$ cat config.mk
export PLATFORM = sky130hd
export DESIGN_NAME = race_sequencer_flat
export DESIGN_NICKNAME = d
export VERILOG_FILES = /design/src/rtl/race_sequencer_if.sv /design/src/rtl/race_sequencer.sv /design/src/flat_wrapper.sv
export SDC_FILE = /design/constraint.sdc
export NUM_CORES = 1
export LEC_CHECK = 0
export CAP_MARGIN = 25
export CORE_ASPECT_RATIO = 1.2
export CORE_MARGIN = 1
export CORE_UTILIZATION = 40
export DETAILED_ROUTE_END_ITERATION = 12
export GPL_ROUTABILITY_DRIVEN = 0
export PLACE_DENSITY = 0.69
export SETUP_SLACK_MARGIN = 0.5
export SLEW_MARGIN = 20
export SYNTH_ARGS = -nofsm -noshare
export SYNTH_HDL_FRONTEND = slang
export SYNTH_SLANG_ARGS = --single-unit
export TNS_END_PERCENT = 30
$ cat constraint.sdc
create_clock -name clk -period 3.3 [get_ports clk]
set_clock_uncertainty 0.15 [all_clocks]
set_input_delay 0.33 -clock clk [delete_from_list [all_inputs] [get_ports clk]]
set_output_delay 0.33 -clock clk [all_outputs]
set_load 0.01 [all_outputs]
$ cat src/rtl/race_sequencer_if.sv
`default_nettype none
// ============================================================================
// Module      : race_sequencer_if
// Description : Start request, player positions and game-status bundle
//               for the race sequencer.
// Revision    : 1.0 - initial release
// ============================================================================
interface race_sequencer_if;
    logic       start_key;
    logic [9:0] p1_x;
    logic [9:0] p1_y;
    logic [9:0] p2_x;
    logic [9:0] p2_y;
    logic [2:0] state;
    logic [3:0] count_val;
    logic       round_rst;
    logic [2:0] p1_lap;
    logic [2:0] p2_lap;
    logic [1:0] winner;
    logic [9:0] race_secs;

    modport master (
        output start_key, p1_x, p1_y, p2_x, p2_y,
        input  state, count_val, round_rst, p1_lap, p2_lap, winner, race_secs
    );

    modport slave (
        input  start_key, p1_x, p1_y, p2_x, p2_y,
        output state, count_val, round_rst, p1_lap, p2_lap, winner, race_secs
    );
endinterface
`default_nettype wire

$ cat src/rtl/race_sequencer.sv
`default_nettype none
// ============================================================================
// Module      : race_sequencer
// Description : Two-player race game sequencer: start edge, countdown,
//               lap/checkpoint tracking, winner decision and race timer.
// Revision    : 1.0 - initial release
// ============================================================================
module race_sequencer #(
    parameter int TICK_CYCLES = 100_000_000,
    parameter int COUNT_SECS  = 3,
    parameter int LAPS        = 3,
    parameter int FL_X0       = 0,
    parameter int FL_X1       = 40,
    parameter int FL_Y0       = 115,
    parameter int FL_Y1       = 118,
    parameter int CP_X0       = 280,
    parameter int CP_X1       = 319,
    parameter int CP_Y0       = 115,
    parameter int CP_Y1       = 118
) (
    input  wire logic      clk,
    input  wire logic      rst,
    race_sequencer_if.slave bus
);

    localparam logic [2:0] c_st_idle   = 3'd0;
    localparam logic [2:0] c_st_count  = 3'd2;
    localparam logic [2:0] c_st_race   = 3'd4;
    localparam logic [2:0] c_st_finish = 3'd5;

    localparam int                    c_tick_w     = (TICK_CYCLES > 1) ? $clog2(TICK_CYCLES) : 1;
    localparam logic [c_tick_w-1:0]   c_tick_max   = c_tick_w'(TICK_CYCLES - 1);
    localparam logic [3:0]            c_count_init = 4'(COUNT_SECS);
    localparam logic [2:0]            c_laps       = 3'(LAPS);
    localparam logic [9:0]            c_secs_max   = 10'd999;

    localparam logic [9:0] c_fl_x0 = 10'(FL_X0);
    localparam logic [9:0] c_fl_x1 = 10'(FL_X1);
    localparam logic [9:0] c_fl_y0 = 10'(FL_Y0);
    localparam logic [9:0] c_fl_y1 = 10'(FL_Y1);
    localparam logic [9:0] c_cp_x0 = 10'(CP_X0);
    localparam logic [9:0] c_cp_x1 = 10'(CP_X1);
    localparam logic [9:0] c_cp_y0 = 10'(CP_Y0);
    localparam logic [9:0] c_cp_y1 = 10'(CP_Y1);

    logic [2:0]          r_state;
    logic [3:0]          r_count_val;
    logic                r_round_rst;
    logic [2:0]          r_p1_lap;
    logic [2:0]          r_p2_lap;
    logic [1:0]          r_winner;
    logic [9:0]          r_race_secs;
    logic [c_tick_w-1:0] r_tick_cnt;
    logic                r_p1_armed;
    logic                r_p2_armed;
    logic                r_start_q;

    function automatic logic f_in_box(input logic [9:0] x, y, x0, x1, y0, y1);
        return (x >= x0) && (x <= x1) && (y >= y0) && (y <= y1);
    endfunction

    logic       w_start_pulse;
    logic       w_tick;
    logic       w_p1_in_fl;
    logic       w_p1_in_cp;
    logic       w_p2_in_fl;
    logic       w_p2_in_cp;
    logic       w_p1_hit;
    logic       w_p2_hit;
    logic [2:0] w_p1_lap_nxt;
    logic [2:0] w_p2_lap_nxt;
    logic       w_p1_done;
    logic       w_p2_done;

    assign w_start_pulse = bus.start_key & ~r_start_q;
    assign w_tick        = (r_tick_cnt == c_tick_max);

    assign w_p1_in_fl = f_in_box(bus.p1_x, bus.p1_y, c_fl_x0, c_fl_x1, c_fl_y0, c_fl_y1);
    assign w_p1_in_cp = f_in_box(bus.p1_x, bus.p1_y, c_cp_x0, c_cp_x1, c_cp_y0, c_cp_y1);
    assign w_p2_in_fl = f_in_box(bus.p2_x, bus.p2_y, c_fl_x0, c_fl_x1, c_fl_y0, c_fl_y1);
    assign w_p2_in_cp = f_in_box(bus.p2_x, bus.p2_y, c_cp_x0, c_cp_x1, c_cp_y0, c_cp_y1);

    // A lap only counts when the checkpoint was visited first; clearing
    // armed on the count makes lingering in the finish box count once.
    assign w_p1_hit     = w_p1_in_fl & r_p1_armed;
    assign w_p2_hit     = w_p2_in_fl & r_p2_armed;
    assign w_p1_lap_nxt = r_p1_lap + {2'b00, w_p1_hit};
    assign w_p2_lap_nxt = r_p2_lap + {2'b00, w_p2_hit};
    assign w_p1_done    = w_p1_hit && (w_p1_lap_nxt == c_laps);
    assign w_p2_done    = w_p2_hit && (w_p2_lap_nxt == c_laps);

    always_ff @(posedge clk) begin
        if (rst) begin
            r_state     <= c_st_idle;
            r_count_val <= 4'd0;
            r_round_rst <= 1'b0;
            r_p1_lap    <= 3'd0;
            r_p2_lap    <= 3'd0;
            r_winner    <= 2'd0;
            r_race_secs <= 10'd0;
            r_tick_cnt  <= '0;
            r_p1_armed  <= 1'b0;
            r_p2_armed  <= 1'b0;
            r_start_q   <= 1'b0;
        end else begin
            r_start_q   <= bus.start_key;
            r_round_rst <= 1'b0;

            if (w_tick) begin
                r_tick_cnt <= '0;
            end else begin
                r_tick_cnt <= r_tick_cnt + c_tick_w'(1);
            end

            case (r_state)
                c_st_idle: begin
                    if (w_start_pulse) begin
                        r_state     <= c_st_count;
                        r_count_val <= c_count_init;
                        r_round_rst <= 1'b1;
                        r_p1_lap    <= 3'd0;
                        r_p2_lap    <= 3'd0;
                        r_winner    <= 2'd0;
                        r_race_secs <= 10'd0;
                        r_p1_armed  <= 1'b0;
                        r_p2_armed  <= 1'b0;
                        r_tick_cnt  <= '0;
                    end
                end

                c_st_count: begin
                    if (w_tick) begin
                        if (r_count_val == 4'd1) begin
                            r_state     <= c_st_race;
                            r_count_val <= 4'd0;
                        end else begin
                            r_count_val <= r_count_val - 4'd1;
                        end
                    end
                end

                c_st_race: begin
                    if (w_tick && (r_race_secs != c_secs_max)) begin
                        r_race_secs <= r_race_secs + 10'd1;
                    end

                    if (w_p1_hit) begin
                        r_p1_lap   <= w_p1_lap_nxt;
                        r_p1_armed <= 1'b0;
                    end else if (w_p1_in_cp) begin
                        r_p1_armed <= 1'b1;
                    end

                    if (w_p2_hit) begin
                        r_p2_lap   <= w_p2_lap_nxt;
                        r_p2_armed <= 1'b0;
                    end else if (w_p2_in_cp) begin
                        r_p2_armed <= 1'b1;
                    end

                    // {p2,p1} completion bits map directly to 1=P1, 2=P2, 3=tie
                    if (w_p1_done || w_p2_done) begin
                        r_state  <= c_st_finish;
                        r_winner <= {w_p2_done, w_p1_done};
                    end
                end

                c_st_finish: begin
                    if (w_start_pulse) begin
                        r_state <= c_st_idle;
                    end
                end

                default: begin
                    r_state <= c_st_idle;
                end
            endcase
        end
    end

    assign bus.state     = r_state;
    assign bus.count_val = r_count_val;
    assign bus.round_rst = r_round_rst;
    assign bus.p1_lap    = r_p1_lap;
    assign bus.p2_lap    = r_p2_lap;
    assign bus.winner    = r_winner;
    assign bus.race_secs = r_race_secs;

endmodule
`default_nettype wire

$ cat src/flat_wrapper.sv
// flat-port wrapper written by rule: the top's interface ports become plain ports
module race_sequencer_flat 
#(
    parameter int TICK_CYCLES = 100_000_000,
    parameter int COUNT_SECS  = 3,
    parameter int LAPS        = 3,
    parameter int FL_X0       = 0,
    parameter int FL_X1       = 40,
    parameter int FL_Y0       = 115,
    parameter int FL_Y1       = 118,
    parameter int CP_X0       = 280,
    parameter int CP_X1       = 319,
    parameter int CP_Y0       = 115,
    parameter int CP_Y1       = 118
)
  (clk, rst, bus_start_key, bus_p1_x, bus_p1_y, bus_p2_x, bus_p2_y, bus_state, bus_count_val, bus_round_rst, bus_p1_lap, bus_p2_lap, bus_winner, bus_race_secs);
  race_sequencer_if bus_i ();
  input  wire logic clk;
  input  wire logic rst;
  input wire logic [$bits(bus_i.start_key)-1:0] bus_start_key;
  input wire logic [$bits(bus_i.p1_x)-1:0] bus_p1_x;
  input wire logic [$bits(bus_i.p1_y)-1:0] bus_p1_y;
  input wire logic [$bits(bus_i.p2_x)-1:0] bus_p2_x;
  input wire logic [$bits(bus_i.p2_y)-1:0] bus_p2_y;
  output wire logic [$bits(bus_i.state)-1:0] bus_state;
  output wire logic [$bits(bus_i.count_val)-1:0] bus_count_val;
  output wire logic [$bits(bus_i.round_rst)-1:0] bus_round_rst;
  output wire logic [$bits(bus_i.p1_lap)-1:0] bus_p1_lap;
  output wire logic [$bits(bus_i.p2_lap)-1:0] bus_p2_lap;
  output wire logic [$bits(bus_i.winner)-1:0] bus_winner;
  output wire logic [$bits(bus_i.race_secs)-1:0] bus_race_secs;
  assign bus_i.start_key = bus_start_key;
  assign bus_i.p1_x = bus_p1_x;
  assign bus_i.p1_y = bus_p1_y;
  assign bus_i.p2_x = bus_p2_x;
  assign bus_i.p2_y = bus_p2_y;
  assign bus_state = bus_i.state;
  assign bus_count_val = bus_i.count_val;
  assign bus_round_rst = bus_i.round_rst;
  assign bus_p1_lap = bus_i.p1_lap;
  assign bus_p2_lap = bus_i.p2_lap;
  assign bus_winner = bus_i.winner;
  assign bus_race_secs = bus_i.race_secs;
  race_sequencer #(.TICK_CYCLES(TICK_CYCLES), .COUNT_SECS(COUNT_SECS), .LAPS(LAPS), .FL_X0(FL_X0), .FL_X1(FL_X1), .FL_Y0(FL_Y0), .FL_Y1(FL_Y1), .CP_X0(CP_X0), .CP_X1(CP_X1), .CP_Y0(CP_Y0), .CP_Y1(CP_Y1)) u_core (.clk(clk), .rst(rst), .bus(bus_i));
endmodule
Word-level counts from Yosys, hierarchy flattened
Index checks and enable logic that the tools add are counted.
{"block": "totals", "regBits": 56, "in_bits": 43, "out_inout_bits": 26, "wordCells": 110}
{"block": "classes", "n_addsub": 5, "magnitude_cmp": 12, "eq_ne": 18, "n_mux": 31, "bitwise_logic": 5, "n_reduce_logical": 28}
{"op": "$mux 27", "count": 3}
{"op": "$add 27x1->27 const B", "count": 1}
{"op": "$eq 27x27->1 const B", "count": 1}
{"op": "$mux 3", "count": 7}
{"op": "$reduce_and 3->1", "count": 7}
{"op": "$ge 10x1->1 const B", "count": 2}
{"op": "$ge 10x7->1 const B", "count": 2}
{"op": "$ge 10x9->1 const B", "count": 2}
{"op": "$le 10x6->1 const B", "count": 2}
{"op": "$le 10x7->1 const B", "count": 2}
{"op": "$le 10x9->1 const B", "count": 2}
{"op": "$mux 10", "count": 2}
{"op": "$pmux 10 s2", "count": 1}
{"op": "$ne 2x1->1 const B", "count": 8}
{"op": "$logic_and 1x1->1", "count": 15}
{"op": "$mux 4", "count": 3}
{"op": "$pmux 3 s2", "count": 2}
{"op": "$pmux 3 s4", "count": 1}
{"op": "$add 10x1->10 const B", "count": 1}
{"op": "$ne 10x10->1 const B", "count": 1}
{"op": "$eq 3x2->1 const B", "count": 3}
{"op": "$pmux 4 s2", "count": 1}
{"op": "$add 3x1->3", "count": 2}
{"op": "$eq 3x3->1 const B", "count": 2}
{"op": "other kinds (14)", "count": 26}

Logic depth before layout (Yosys ltp)
Gate-level depths: netlist of the first run.
{"block": "logic_depth", "word_depth": 11, "mapped_depth": 10, "depth_no_buf": 10}

Least setup slack after synthesis of the first run
No wires, ideal clock.
{"block": "synth_path", "kind": "in2reg", "startpoint": "in bus_p2_x[6]", "endpoint": "reg u_core.r_winner[0] (netlist: u_core.bus.winner[0])", "setup_ns": 0.120, "arrival_time_ns": 2.871, "t_required_ns": 3.030, "path_slack_ns": 0.159, "cell_stages": 10, "n_path_buf": 0, "cell_sequence": "or4b_2 > a2111oi_0 > and3b_1 > and2_1 > ha_1 > nor2b_1 > or4b_2 > inv_1 > a21oi_1 > o31a_1"}
{"block": "synth_between", "elab_chain_cells": 11, "word_cells_on_any_way": 12, "classes_between": "add/sub (1); order compare (2); eq/ne (2); bitwise (1); reduce/logical (6)"}
{"item": "start: declaration", "line": "flat_wrapper.sv:23", "rtl": "input wire logic [$bits(bus_i.p2_x)-1:0] bus_p2_x;"}
{"item": "$ge 10x1->1 / $le 10x6->1 (equally long branches)", "line": "race_sequencer.sv:59", "rtl": "return (x >= x0) && (x <= x1) && (y >= y0) && (y <= y1);"}
{"item": "$logic_and 1x1->1 (*) (3 in a row)", "line": "race_sequencer.sv:59"}
{"item": "$and 1x1->1 (*)", "line": "race_sequencer.sv:86", "rtl": "assign w_p2_hit = w_p2_in_fl & r_p2_armed;"}
{"item": "$add 3x1->3", "line": "race_sequencer.sv:88", "rtl": "assign w_p2_lap_nxt = r_p2_lap + {2'b00, w_p2_hit};"}
{"item": "$eq 3x2->1", "line": "race_sequencer.sv:90", "rtl": "assign w_p2_done = w_p2_hit && (w_p2_lap_nxt == c_laps);"}
{"item": "$logic_and 1x1->1 (*)", "line": "race_sequencer.sv:90"}
{"item": "$logic_or 1x1->1 (*)", "line": "race_sequencer.sv:162", "rtl": "if (w_p1_done || w_p2_done) begin"}
{"item": "$ne 2x1->1 (no source line) (*)"}
{"item": "$reduce_and 3->1 (no source line) (*)"}
{"item": "end signal: assignment", "line": "race_sequencer.sv:164", "rtl": "r_winner <= {w_p2_done, w_p1_done};"}
{"item": "end: declaration", "line": "race_sequencer.sv:51", "rtl": "logic [1:0] r_winner;"}
Mark *: on every way between the ends. The rest lies on a longest branch, timed or not.
A chain may end at the register's enable or synchronous reset.

Final worst setup path of the first run
{"block": "layout_path", "startpoint": "in bus_p2_y[9]", "endpoint": "reg u_core.r_winner[0] (netlist: u_core.bus.winner[0])"}
{"block": "layout_between", "elab_chain_cells": 10, "word_cells_on_any_way": 11, "classes_between": "add/sub (1); order compare (2); eq/ne (2); bitwise (1); reduce/logical (5)"}
{"item": "start: declaration", "line": "flat_wrapper.sv:24", "rtl": "input wire logic [$bits(bus_i.p2_y)-1:0] bus_p2_y;"}
{"item": "$ge 10x7->1", "line": "race_sequencer.sv:59"}
{"item": "$logic_and 1x1->1", "line": "race_sequencer.sv:59"}
{"item": "$logic_and 1x1->1 (*)", "line": "race_sequencer.sv:59"}
{"item": "$and 1x1->1 (*)", "line": "race_sequencer.sv:86"}
{"item": "$add 3x1->3", "line": "race_sequencer.sv:88"}
{"item": "$eq 3x2->1", "line": "race_sequencer.sv:90"}
{"item": "$logic_and 1x1->1 (*)", "line": "race_sequencer.sv:90"}
{"item": "$logic_or 1x1->1 (*)", "line": "race_sequencer.sv:162"}
{"item": "$ne 2x1->1 (no source line) (*)"}
{"item": "$reduce_and 3->1 (no source line) (*)"}
Marked as above.

==> metrics.txt, run 1 <==
Num Clock Sinks=56; Hold Path Class=flip-flop to flip-flop; post-synthesis cell count=356; Synth Net Count=406; die width=80.17 µm; r2r setup slk=0.62 ns; final setup fails=0; all-layer global routing usage=19.71%; Core Box Area=6978 µm²; Comb pwr share=10.9%; Net Sw Power=284.3 µW; crit path buf inv count=2; Port Buffers=68; CTS tree=yes; Synth Flop Type=dfxtp_1; final WL=7.244 mm; hpwl dp=5.492 mm; share of cells above drive strength 1=7.226%; post-synth top area share=38.23%; routed via count=2887; Yosys top cell by area=dfxtp_1; Net Sw Frac=24.07%; Arrival @ worst endpoint=2.77 ns; Clk pwr share=30.9%; FILL cells=661; Core Rows=33; Clock Latency Late Sink=0.31 ns; Die Y=95.80 µm; CTS root buf=clkbuf_8; crit path from=bus_p2_y[9]; CTS max path bufs=2; first-pass GRT wire length=12.03 mm; vias in the first global route=2736; Post-synth EDFFs=0; crit share post-route=82.22%; most frequent cells after synthesis=dfxtp_1 (56), nor2_1 (46), nand2_1 (25); Critical Path End=u_core.bus.winner[0]$_SDFFE_PP0P_; count of cell types in the netlist=52; ranking of synthesized cells by area=dfxtp_1 (38%), xnor2_1 (6.0%), nor2_1 (5.9%); post-synthesis to final-layout area growth=32.85%; Detail Route Antenna Nets=0; reg2reg start=u_core.r_tick_cnt[11]$_SDFF_PP0_; grt ovf=0; vias per cell=5.595; count leader, synth=dfxtp_1; status=finished, final reports clean; Max Cap Viol=0; maximum net fanout on the critical path=3; Nets=479; Iter 0 DRT Violations=120; antenna cells=0; register bit total from synthesis=56; reg2reg end=u_core.bus.race_secs[5]$_SDFFE_PP0P_; Post-Syn Area=2933 µm²; max incr delay on CP=0.55 ns; initial antenna violation count=0; initial core utilization=42.03%; reg2reg path depth=5; CP Class=primary input to flip-flop; DRC viols=0; sequential share of power=58.2%; worst vdd ir=0.0002104 V; LEAKAGE=0.001266 µW; maximum achievable frequency=368.5 MHz; WHS=0.2974 ns; sequential element share of the synthesized area=38.23%; Fin. Hold Viols=0; Startpoint Class=primary input; total negative slack=0 ns; Final Critical Period=2.713 ns; Pins Over Slew Limit=0; Post-CTS Hold Fix Bufs=0; async set-reset flop share out of synthesis=0%; clock transition at the registers of the reported paths=0.10 ns; htree depth=2; Num CTS Buffers=5; internal power=896.9 µW; Routed wire per std cell=14.04 µm; crit-path cells=dlygate4sd2_1 > or4_4 > a2111oi_4 > and3b_2 > and2_4 > ha_4 > nor2b_2 > or4b_4 > inv_4 > a21oi_2 > o31a_1; crit path capture type=flip-flop; normalized max-slew margin=46.09%; Levels on crit path=11; Syn. warnings=0; Die ar.=7680 µm²; largest net degree at the start of global routing=27; CP delay by family, top=simple AND/OR/NAND/NOR gates; pwr/cell area=303.2 nW/µm²; worst slew pin tran=0.8049 ns; RSZ-0062 raised after global routing=true; IO Pins=69; Initial DRT Pass Iterations=4; Req. time, crit path=3.36 ns; Crit-path slowest cell=or4_4; post-synthesis average cell area=8.238 µm²
==> power by group through the flow <==
stage	clock (µW)	sequential [µW]	combinational (µW)
final	365	687	129
after global routing	398	688	141
after CTS	378	687	131
after detailed placement	0	703	130
after global placement	0	703	128
after floorplan	0	704	49.6
==> logic make-up after synthesis <==
group                    count (synthesis)  synth area share, %
AO/OA/AOI/OAI                           59                13.78
multiplexers                             2               0.6826
buffers and inverters                   24                3.199
AND/OR/NAND/NOR                        182                33.36
flip-flops                              56                38.23
adder cells (fa/ha/maj)                  7                2.986
XOR/XNOR                                26                7.765
==> repair_timing <==
item	CTS	global route
pin swaps	7	4
endpoints found under the hold margin	0	0
gates cloned	0	0
setup buffers	2	0
endpoints found under the setup margin	9	3
gates resized for setup	14	4
==> final cells by class <==
type                       count  area, µm²  share of cell area (%)
clock buffer                   5      68.82                   1.766
clock inverter                 2      12.51                  0.3211
inverter                      12      47.55                   1.220
multi-input combinational    276       1780                   45.70
sequential                    56       1121                   28.77
tap                           87      108.9                   2.794
timing repair buffer          78      757.0                   19.43
==> flip-flops by register name, indices dropped and copies added (netlist names) <==
register,flops
u_core.bus.count_val,4
u_core.bus.p1_lap,3
u_core.bus.p2_lap,3
u_core.bus.race_secs,10
u_core.bus.round_rst,1
u_core.bus.state,3
u_core.bus.winner,2
u_core.r_p1_armed,1
u_core.r_p2_armed,1
u_core.r_start_q,1
u_core.r_tick_cnt,27
==> routing by layer <==
layer	routed length [µm]	track usage, %
met1	3078	21.95
met2	3623	37.46
met3	465	4.076
met4	76	5.506
met5	0	0
==> placed cells by master, fill, tap and decap left out, types with 3 or more instances in the layout <==
cell type	instances
clkdlybuf4s50_1	60
dfxtp_1	56
nor2_1	46
nand2_1	25
nand3_1	22
xnor2_1	20
a21oi_1	17
nor3_1	15
inv_1	11
nand4_1	11
buf_4	10
or4_1	8
nor4_1	7
o21ai_0	7
nand2b_1	6
and4_1	6
or3_1	6
xor2_1	6
o31ai_1	6
ha_1	6
clkbuf_8	5
dlygate4sd2_1	5
nor2b_1	4
o2111ai_1	3
and2_1	3
and3_1	3
dlymetal6s2s_1	3
==> worst register-to-register path: cells and delay by family (launching register included) <==
| kind | cells | cell delay [ns] |
|---|---|---|
| compound gates | 1 | 0.14 |
| simple gates | 4 | 1.98 |
| flops | 1 | 0.35 |
==> worst min-delay path by stage <==
stage | from | to | slack, ns | depth (start not counted)
3_5_place_dp | u_core.r_tick_cnt[0]$_SDFF_PP0_ | u_core.r_tick_cnt[0]$_SDFF_PP0_ | 0.29 | 1
5_1_grt | u_core.r_tick_cnt[0]$_SDFF_PP0_ | u_core.r_tick_cnt[0]$_SDFF_PP0_ | 0.33 | 1
2_1_floorplan | u_core.r_tick_cnt[0]$_SDFF_PP0_ | u_core.r_tick_cnt[0]$_SDFF_PP0_ | 0.26 | 1
4_1_cts | u_core.r_tick_cnt[0]$_SDFF_PP0_ | u_core.r_tick_cnt[0]$_SDFF_PP0_ | 0.30 | 1
3_3_place_gp | u_core.r_tick_cnt[0]$_SDFF_PP0_ | u_core.r_tick_cnt[0]$_SDFF_PP0_ | 0.27 | 1
6_report | u_core.r_tick_cnt[0]$_SDFF_PP0_ | u_core.r_tick_cnt[0]$_SDFF_PP0_ | 0.30 | 1
==> stage by stage <==
step / area [µm²] / utilization [%] / setup WS (ns) / power (µW) / cells
after floorplan: 2948 / - / 0.4916 / 753.4 / 356
after global placement: 3749 / 53.72 / 0.002987 / 830.6 / 507
final: 3896 / 55.84 / 0.5866 / 1181 / 516
after detailed placement: 3749 / 53.72 / -0.06568 / 833.2 / 507
after global routing: 3896 / 55.84 / 0.4736 / 1227 / 516
after CTS: 3884 / 55.66 / 0.4366 / 1196 / 516
Note: power is estimated with default switching activity, not from simulation.
==> inputs of run 2 (changes only) <==
--- a/config.mk
+++ b/config.mk
@@ -11,7 +11,7 @@
 export CORE_UTILIZATION = 40
 export DETAILED_ROUTE_END_ITERATION = 12
 export GPL_ROUTABILITY_DRIVEN = 0
-export PLACE_DENSITY = 0.69
+export PLACE_DENSITY = 0.66
 export SETUP_SLACK_MARGIN = 0.5
 export SLEW_MARGIN = 20
 export SYNTH_ARGS = -nofsm -noshare
==> constraint.sdc (replaced) <==
create_clock -name clk -period 2.6 [get_ports clk]
set_clock_uncertainty 0.15 [all_clocks]
set_input_delay 0.26 -clock clk [delete_from_list [all_inputs] [get_ports clk]]
set_output_delay 0.26 -clock clk [all_outputs]
set_load 0.01 [all_outputs]
==> run 2 against run 1 <==
  * Die area unchanged
  * Power rose by 32%
  * Register-to-register slack worse by 0.54 ns
  * First-iteration DRC count is 16% higher
  * Via count increased by 7.2%
  * Largest cell class unchanged
  * Combinational power increased by 69%
  * Wire length up 20%
  * Core utilization increased by 9.3 points
  * Critical path type unchanged
==> metrics.txt, run 2 (same netlist as run 1, synthesis figures left out) <==
maximum net fanout on the critical path=3 (unchanged); reg2reg start=u_core.r_tick_cnt[25]$_SDFF_PP0_ (was u_core.r_tick_cnt[11]$_SDFF_PP0_); Pins Over Slew Limit=0 (unchanged); Nets=524 (was 479); vias in the first global route=2983 (was 2736); reg2reg end=u_core.bus.race_secs[3]$_SDFFE_PP0P_ (was u_core.bus.race_secs[5]$_SDFFE_PP0P_); r2r setup slk=0.08 ns (was 0.62 ns); status=finished, final reports clean (unchanged); pwr/cell area=343.7 nW/µm² (was 303.2 nW/µm²); Post-CTS Hold Fix Bufs=0 (unchanged); Num Clock Sinks=56 (unchanged); Routed wire per std cell=15.49 µm (was 14.04 µm); share of cells above drive strength 1=25.95% (was 7.226%); footprint of the multi-input gates=2034 µm² (was 1780 µm²); most frequent cells in the layout=clkdlybuf4s50_1 (57), dfxtp_1 (52), buf_4 (45) (was clkdlybuf4s50_1 (60), dfxtp_1 (56), nor2_1 (46)); IO Pins=69 (unchanged); post-synthesis to final-layout area growth=55.03% (was 32.85%); CTS tree=yes (unchanged); most flop-heavy register=u_core.r_tick_cnt (unchanged); Clock Latency Late Sink=0.31 ns (about the same); largest net degree at the start of global routing=18 (was 27); Layout Cells excl Fill=561 (was 516); Sequential Area=1126 µm² (was 1121 µm²); worst slew pin tran=0.6202 ns (was 0.8049 ns); initial antenna violation count=0 (unchanged); clock transition at the registers of the reported paths=0.10 ns (about the same); Worst Slack Setup Final=0.06477 ns (was 0.5866 ns); maximum achievable frequency=394.4 MHz; max reg flops=27 (unchanged); final setup fails=0 (unchanged); Max Cap Viol=0 (unchanged); RSZ-0062 raised after global routing=true (unchanged); max incr delay on CP=0.55 ns (about the same); Arrival @ worst endpoint=2.59 ns (was 2.77 ns); Die ar.=7680 µm² (unchanged); reg2reg path depth=6 (was 5); initial core utilization=42.03% (unchanged); final WL=8.691 mm (was 7.244 mm); die width=80.17 µm (unchanged); Die Y=95.80 µm (unchanged); Initial DRT Pass Iterations=4 (unchanged); pre-CTS WS=-0.6639 ns (was -0.06568 ns); grt ovf=0 (unchanged); # placed instances=535 (was 507); all-layer global routing usage=22.57% (was 19.71%); total negative slack=0 ns (unchanged); CP Class=primary input to flip-flop (unchanged); Port Buffers=68 (unchanged); Fin. Hold Viols=0 (unchanged); CTS max path bufs=2 (unchanged); hpwl dp=5.877 mm (was 5.492 mm); Critical Path End=u_core.bus.winner[0]$_SDFFE_PP0P_ (unchanged); crit share post-route=97.51%; vias per cell=5.519 (was 5.595); Core Box Area=6978 µm² (unchanged); Final Critical Period=2.535 ns; LEAKAGE=0.001543 µW (was 0.001266 µW); Req. time, crit path=2.66 ns (was 3.36 ns); crit path from=bus_p2_y[9] (unchanged); crit path capture type=flip-flop (unchanged); worst vdd ir=0.0003021 V (was 0.0002104 V); antenna cells=0 (unchanged); commonest non-fill, non-tap cell in the layout=clkdlybuf4s50_1 (unchanged); Startpoint Class=primary input (unchanged); Crit-path slowest cell=or4_4 (unchanged); Hold Path Class=flip-flop to flip-flop (unchanged); Num CTS Buffers=5 (unchanged); Detail Route Antenna Nets=0 (unchanged); crit-path cells=buf_6 > or4_4 > a2111oi_4 > and3b_2 > and2_4 > ha_4 > nor2b_4 > or4b_4 > inv_4 > a21oi_2 > o31a_1 (was dlygate4sd2_1 > or4_4 > a2111oi_4 > and3b_2 > and2_4 > ha_4 > nor2b_2 > or4b_4 > inv_4 > a21oi_2 > o31a_1); FILL cells=590 (was 661); first-pass GRT wire length=13.60 mm (was 12.03 mm); Core Rows=33 (unchanged); CTS root buf=clkbuf_8 (unchanged); routed via count=3096 (was 2887); DRC viols=0 (unchanged); htree depth=2 (unchanged); normalized max-slew margin=58.21% (was 46.09%); Iter 0 DRT Violations=139 (was 120)
==> run 2: cell types whose count changed in the layout (fill, tap and decap cells not counted), sizes merged <==
cell,previous run,this run
clkbuf,5,9
clkinvlp,1,0
dlymetal6s2s,3,0
clkinv,1,0
buf,10,58
dlygate4sd2,5,3
clkdlybuf4s15,0,1
clkdlybuf4s50,60,57
inv,12,13
or3,7,8
==> run 2: area by class of cell <==
type	instances	share of cell area, %
clock buffers	6	1.596
clock inverters	1	0.1926
inverters	12	1.046
multi-input cells	277	44.74
flip-flops and latches	56	24.77
well taps	87	2.394
repair buffers	122	25.26
==> run 2: metrics by stage <==
stage | instance area [µm²] | hold slack [ns] | power (µW) | utilization, %
5_1_grt | 4547 | 0.3295 | 1624 | 65.16
3_5_place_dp | 4023 | 0.2836 | 1073 | 57.65
2_1_floorplan | 3017 | 0.2382 | 958.0 | -
4_1_cts | 4388 | 0.3001 | 1560 | 62.88
3_3_place_gp | 4023 | 0.2706 | 1069 | 57.65
6_report | 4547 | 0.3015 | 1563 | 65.16
==> run 2: critical path: cells and delay by family <==
| kind | cells | cell delay (ns) |
|---|---|---|
| AOI/OAI and AO/OA | 3 | 0.54 |
| and+or+nand+nor | 5 | 1.48 |
| adders and majority gates | 1 | 0.14 |
| buffers and inverters | 2 | 0.18 |
==> run 2: repair_timing <==
item	CTS	global route
setup endpoints to repair	54	53
resized for setup	64	35
cloned	3	1
buffers inserted	11	4
endpoints found under the hold margin	0	0
pin swaps	19	19
==> run 2: worst min-delay path by stage <==
stage	start	to	slack [ns]	cells past startpoint
after floorplan	bus_start_key	u_core.r_start_q$_SDFF_PP0_	0.24	1
after global placement	u_core.r_tick_cnt[0]$_SDFF_PP0_	u_core.r_tick_cnt[0]$_SDFF_PP0_	0.27	1
after detailed placement	u_core.r_tick_cnt[0]$_SDFF_PP0_	u_core.r_tick_cnt[0]$_SDFF_PP0_	0.28	1
after CTS	u_core.r_tick_cnt[0]$_SDFF_PP0_	u_core.r_tick_cnt[0]$_SDFF_PP0_	0.30	1
after global routing	u_core.r_tick_cnt[0]$_SDFF_PP0_	u_core.r_tick_cnt[0]$_SDFF_PP0_	0.33	1
final	u_core.r_tick_cnt[0]$_SDFF_PP0_	u_core.r_tick_cnt[0]$_SDFF_PP0_	0.30	1
==> run 2: per-layer routing <==
metal / global-route usage (%) / vias up / wire (µm)
met5: 0 / - / 0
met4: 8.185 / 0 / 123
met3: 4.171 / 9 / 484
met2: 42.52 / 82 / 4674
met1: 25.01 / 1462 / 3409
li1: - / 1543 / -
==> run 2: where the power goes <==
part	internal (µW)	leakage, µW	switching [µW]
clock network	189	0.0000417	283
registers	866	0.000454	6.32
logic	118	0.00105	100
==> inputs of run 3 (changes only) <==
--- a/config.mk
+++ b/config.mk
@@ -17,4 +17,4 @@
 export SYNTH_ARGS = -nofsm -noshare
 export SYNTH_HDL_FRONTEND = slang
 export SYNTH_SLANG_ARGS = --single-unit
-export TNS_END_PERCENT = 30
+export TNS_END_PERCENT = 100
==> run 3 against run 2 <==
  * Via count increased by 2.7%
  * Sequential share of layout area decreased by 1.1 points
  * Power increased by 1.9%
  * Critical path type unchanged
  * Largest cell class unchanged
  * Largest power group unchanged
==> metrics.txt, run 3 (same netlist as run 1, synthesis figures left out) <==
Startpoint Class=primary input (unchanged); Clock Latency Late Sink=0.30 ns (was 0.31 ns); Num CTS Buffers=5 (unchanged); Detail Route Antenna Nets=0 (unchanged); Die ar.=7680 µm² (unchanged); LEAKAGE=0.001659 µW (was 0.001543 µW); IO Pins=69 (unchanged); crit-path cells=clkbuf_2 > or4_4 > a2111oi_4 > and3b_2 > and2_4 > ha_4 > nor2b_4 > or4b_4 > inv_4 > a21oi_2 > o31a_1 (was buf_6 > or4_4 > a2111oi_4 > and3b_2 > and2_4 > ha_4 > nor2b_4 > or4b_4 > inv_4 > a21oi_2 > o31a_1); Nets=528 (was 524); initial core utilization=42.03% (unchanged); Arrival @ worst endpoint=2.59 ns (about the same); htree depth=2 (unchanged); FILL cells=555 (was 590); maximum achievable frequency=394.1 MHz (was 394.4 MHz); final WL=9.007 mm (was 8.691 mm); Initial DRT Pass Iterations=5 (was 4); share of cells above drive strength 1=36.12% (was 25.95%); initial antenna violation count=0 (unchanged); antenna cells=0 (unchanged); Hold Path Class=primary input to flip-flop (was flip-flop to flip-flop); maximum net fanout on the critical path=2 (was 3); hpwl dp=5.818 mm (was 5.877 mm); commonest non-fill, non-tap cell in the layout=dfxtp_1 (was clkdlybuf4s50_1); Max Cap Viol=0 (unchanged); RSZ-0062 raised after global routing=true (unchanged); pwr/cell area=332.8 nW/µm² (was 343.7 nW/µm²); Req. time, crit path=2.65 ns (was 2.66 ns); CTS tree=yes (unchanged); most flop-heavy register=u_core.r_tick_cnt (unchanged); vias per cell=5.617 (was 5.519); Final Util=68.60% (was 65.16%); most frequent cells in the layout=dfxtp_1 (50), buf_4 (39), clkdlybuf4s50_1 (37) (was clkdlybuf4s50_1 (57), dfxtp_1 (52), buf_4 (45)); Core Rows=33 (unchanged); all-layer global routing usage=23.17% (was 22.57%); worst slew pin tran=0.7698 ns (was 0.6202 ns); worst vdd ir=0.0002945 V (was 0.0003021 V); crit path buf inv count=2 (unchanged); Die Y=95.80 µm (unchanged); Fin. Hold Viols=0 (unchanged); r2r setup slk=0.12 ns (was 0.08 ns); Final Critical Period=2.537 ns (was 2.535 ns); clock transition at the registers of the reported paths=0.10 ns (about the same); pre-CTS WS=-0.6767 ns (was -0.6639 ns); DRC viols=0 (unchanged); Crit-path slowest cell=or4_4 (unchanged); Pins Over Slew Limit=0 (unchanged); status=finished, final reports clean (unchanged); CTS root buf=clkbuf_8 (unchanged); largest net degree at the start of global routing=22 (was 18); crit share post-route=97.58% (was 97.51%); Num Clock Sinks=56 (unchanged); CP delay by family, top=simple AND/OR/NAND/NOR gates (unchanged); crit path capture type=flip-flop (unchanged); max incr delay on CP=0.56 ns (was 0.55 ns); first-pass GRT wire length=13.99 mm (was 13.60 mm); CTS max path bufs=2 (unchanged); Iter 0 DRT Violations=164 (was 139); grt ovf=0 (unchanged); Power, Total=1593 µW (was 1563 µW); Port Buffers=68 (unchanged); routed via count=3179 (was 3096); max reg flops=27 (unchanged); post-synthesis to final-layout area growth=63.23% (was 55.03%); Core Box Area=6978 µm² (unchanged); total negative slack=0 ns (unchanged); Worst Slack Setup Final=0.06287 ns (was 0.06477 ns); Routed wire per std cell=15.91 µm (was 15.49 µm); Post-CTS Hold Fix Bufs=0 (unchanged); final setup fails=0 (unchanged); normalized max-slew margin=48.28% (was 58.21%); vias in the first global route=3043 (was 2983); CP Class=primary input to flip-flop (unchanged); die width=80.17 µm (unchanged)
[run 3: cell count changes in the layout (fill, tap and decap cells not counted), moves of 4 or more]
cell,previous run,this run
clkdlybuf4s50_1,57,37
nor2_1,32,24
a21oi_2,5,10
clkbuf_2,2,9
o21ai_0,5,1
clkdlybuf4s15_1,1,6
a21oi_1,13,8
buf_4,45,39
nor2_2,1,7
buf_6,7,18
[run 3: report_power, final]
group	switching, µW	leakage, µW	internal, µW
combinational	114	0.00115	105
clock	284	0.0000516	219
sequential	6.50	0.000456	865
[run 3: area by class of cell]
type	instances	area [µm²]	share of cell area, %
timing repair buffer	123	1111	23.21
clock buffer	6	82.58	1.725
multi-input combinational	280	2292	47.88
clock inverter	2	13.76	0.2875
inverter	12	47.55	0.9932
sequential	56	1131	23.63
tap	87	108.9	2.274
[run 3: worst reg2reg max path: stages, from the launching register on]
cell	delay, ns
dfxtp_2	0.33
or4_4	0.54
or3_4	0.36
or3_4	0.40
or4_4	0.50
a21oi_2	0.14
[run 3: repair_timing]
action                     in CTS  in global routing
setup endpoints to repair      54                 51
pin swaps                      22                 28
resized for setup             103                 97
gates cloned                    3                  1
buffers inserted               17                  4
[run 3: path summary, 6_finish.rpt]
path / startpoint / end / cells after the start
max: bus_p2_x[9] / u_core.bus.winner[0]$_SDFFE_PP0P_ / 11
min: bus_p1_x[8] / u_core.r_p1_armed$_SDFFE_PP0P_ / 4
max reg2reg: u_core.r_tick_cnt[25]$_SDFF_PP0_ / u_core.bus.race_secs[3]$_SDFFE_PP0P_ / 5
min reg2reg: u_core.r_tick_cnt[0]$_SDFF_PP0_ / u_core.r_tick_cnt[0]$_SDFF_PP0_ / 1
[run 3: stage by stage]
stage / hold WS (ns) / std cells / cell area (µm²)
final: 0.2684 / 566 / 4787
after global routing: 0.2725 / 566 / 4787
after CTS: 0.3005 / 560 / 4499
after detailed placement: 0.2851 / 532 / 4005
after global placement: 0.2747 / 532 / 4005
after floorplan: 0.2382 / 356 / 3055
[run 3: layer usage]
layer  up-vias  global-route usage [%]  share of wire (%)
met5         -                       0                  0
met2        79                   44.66                 54
met1      1533                   25.54                 39
met3         9                   4.076                5.2
met4         0                   6.994                1.3
li1       1558                       -                  -
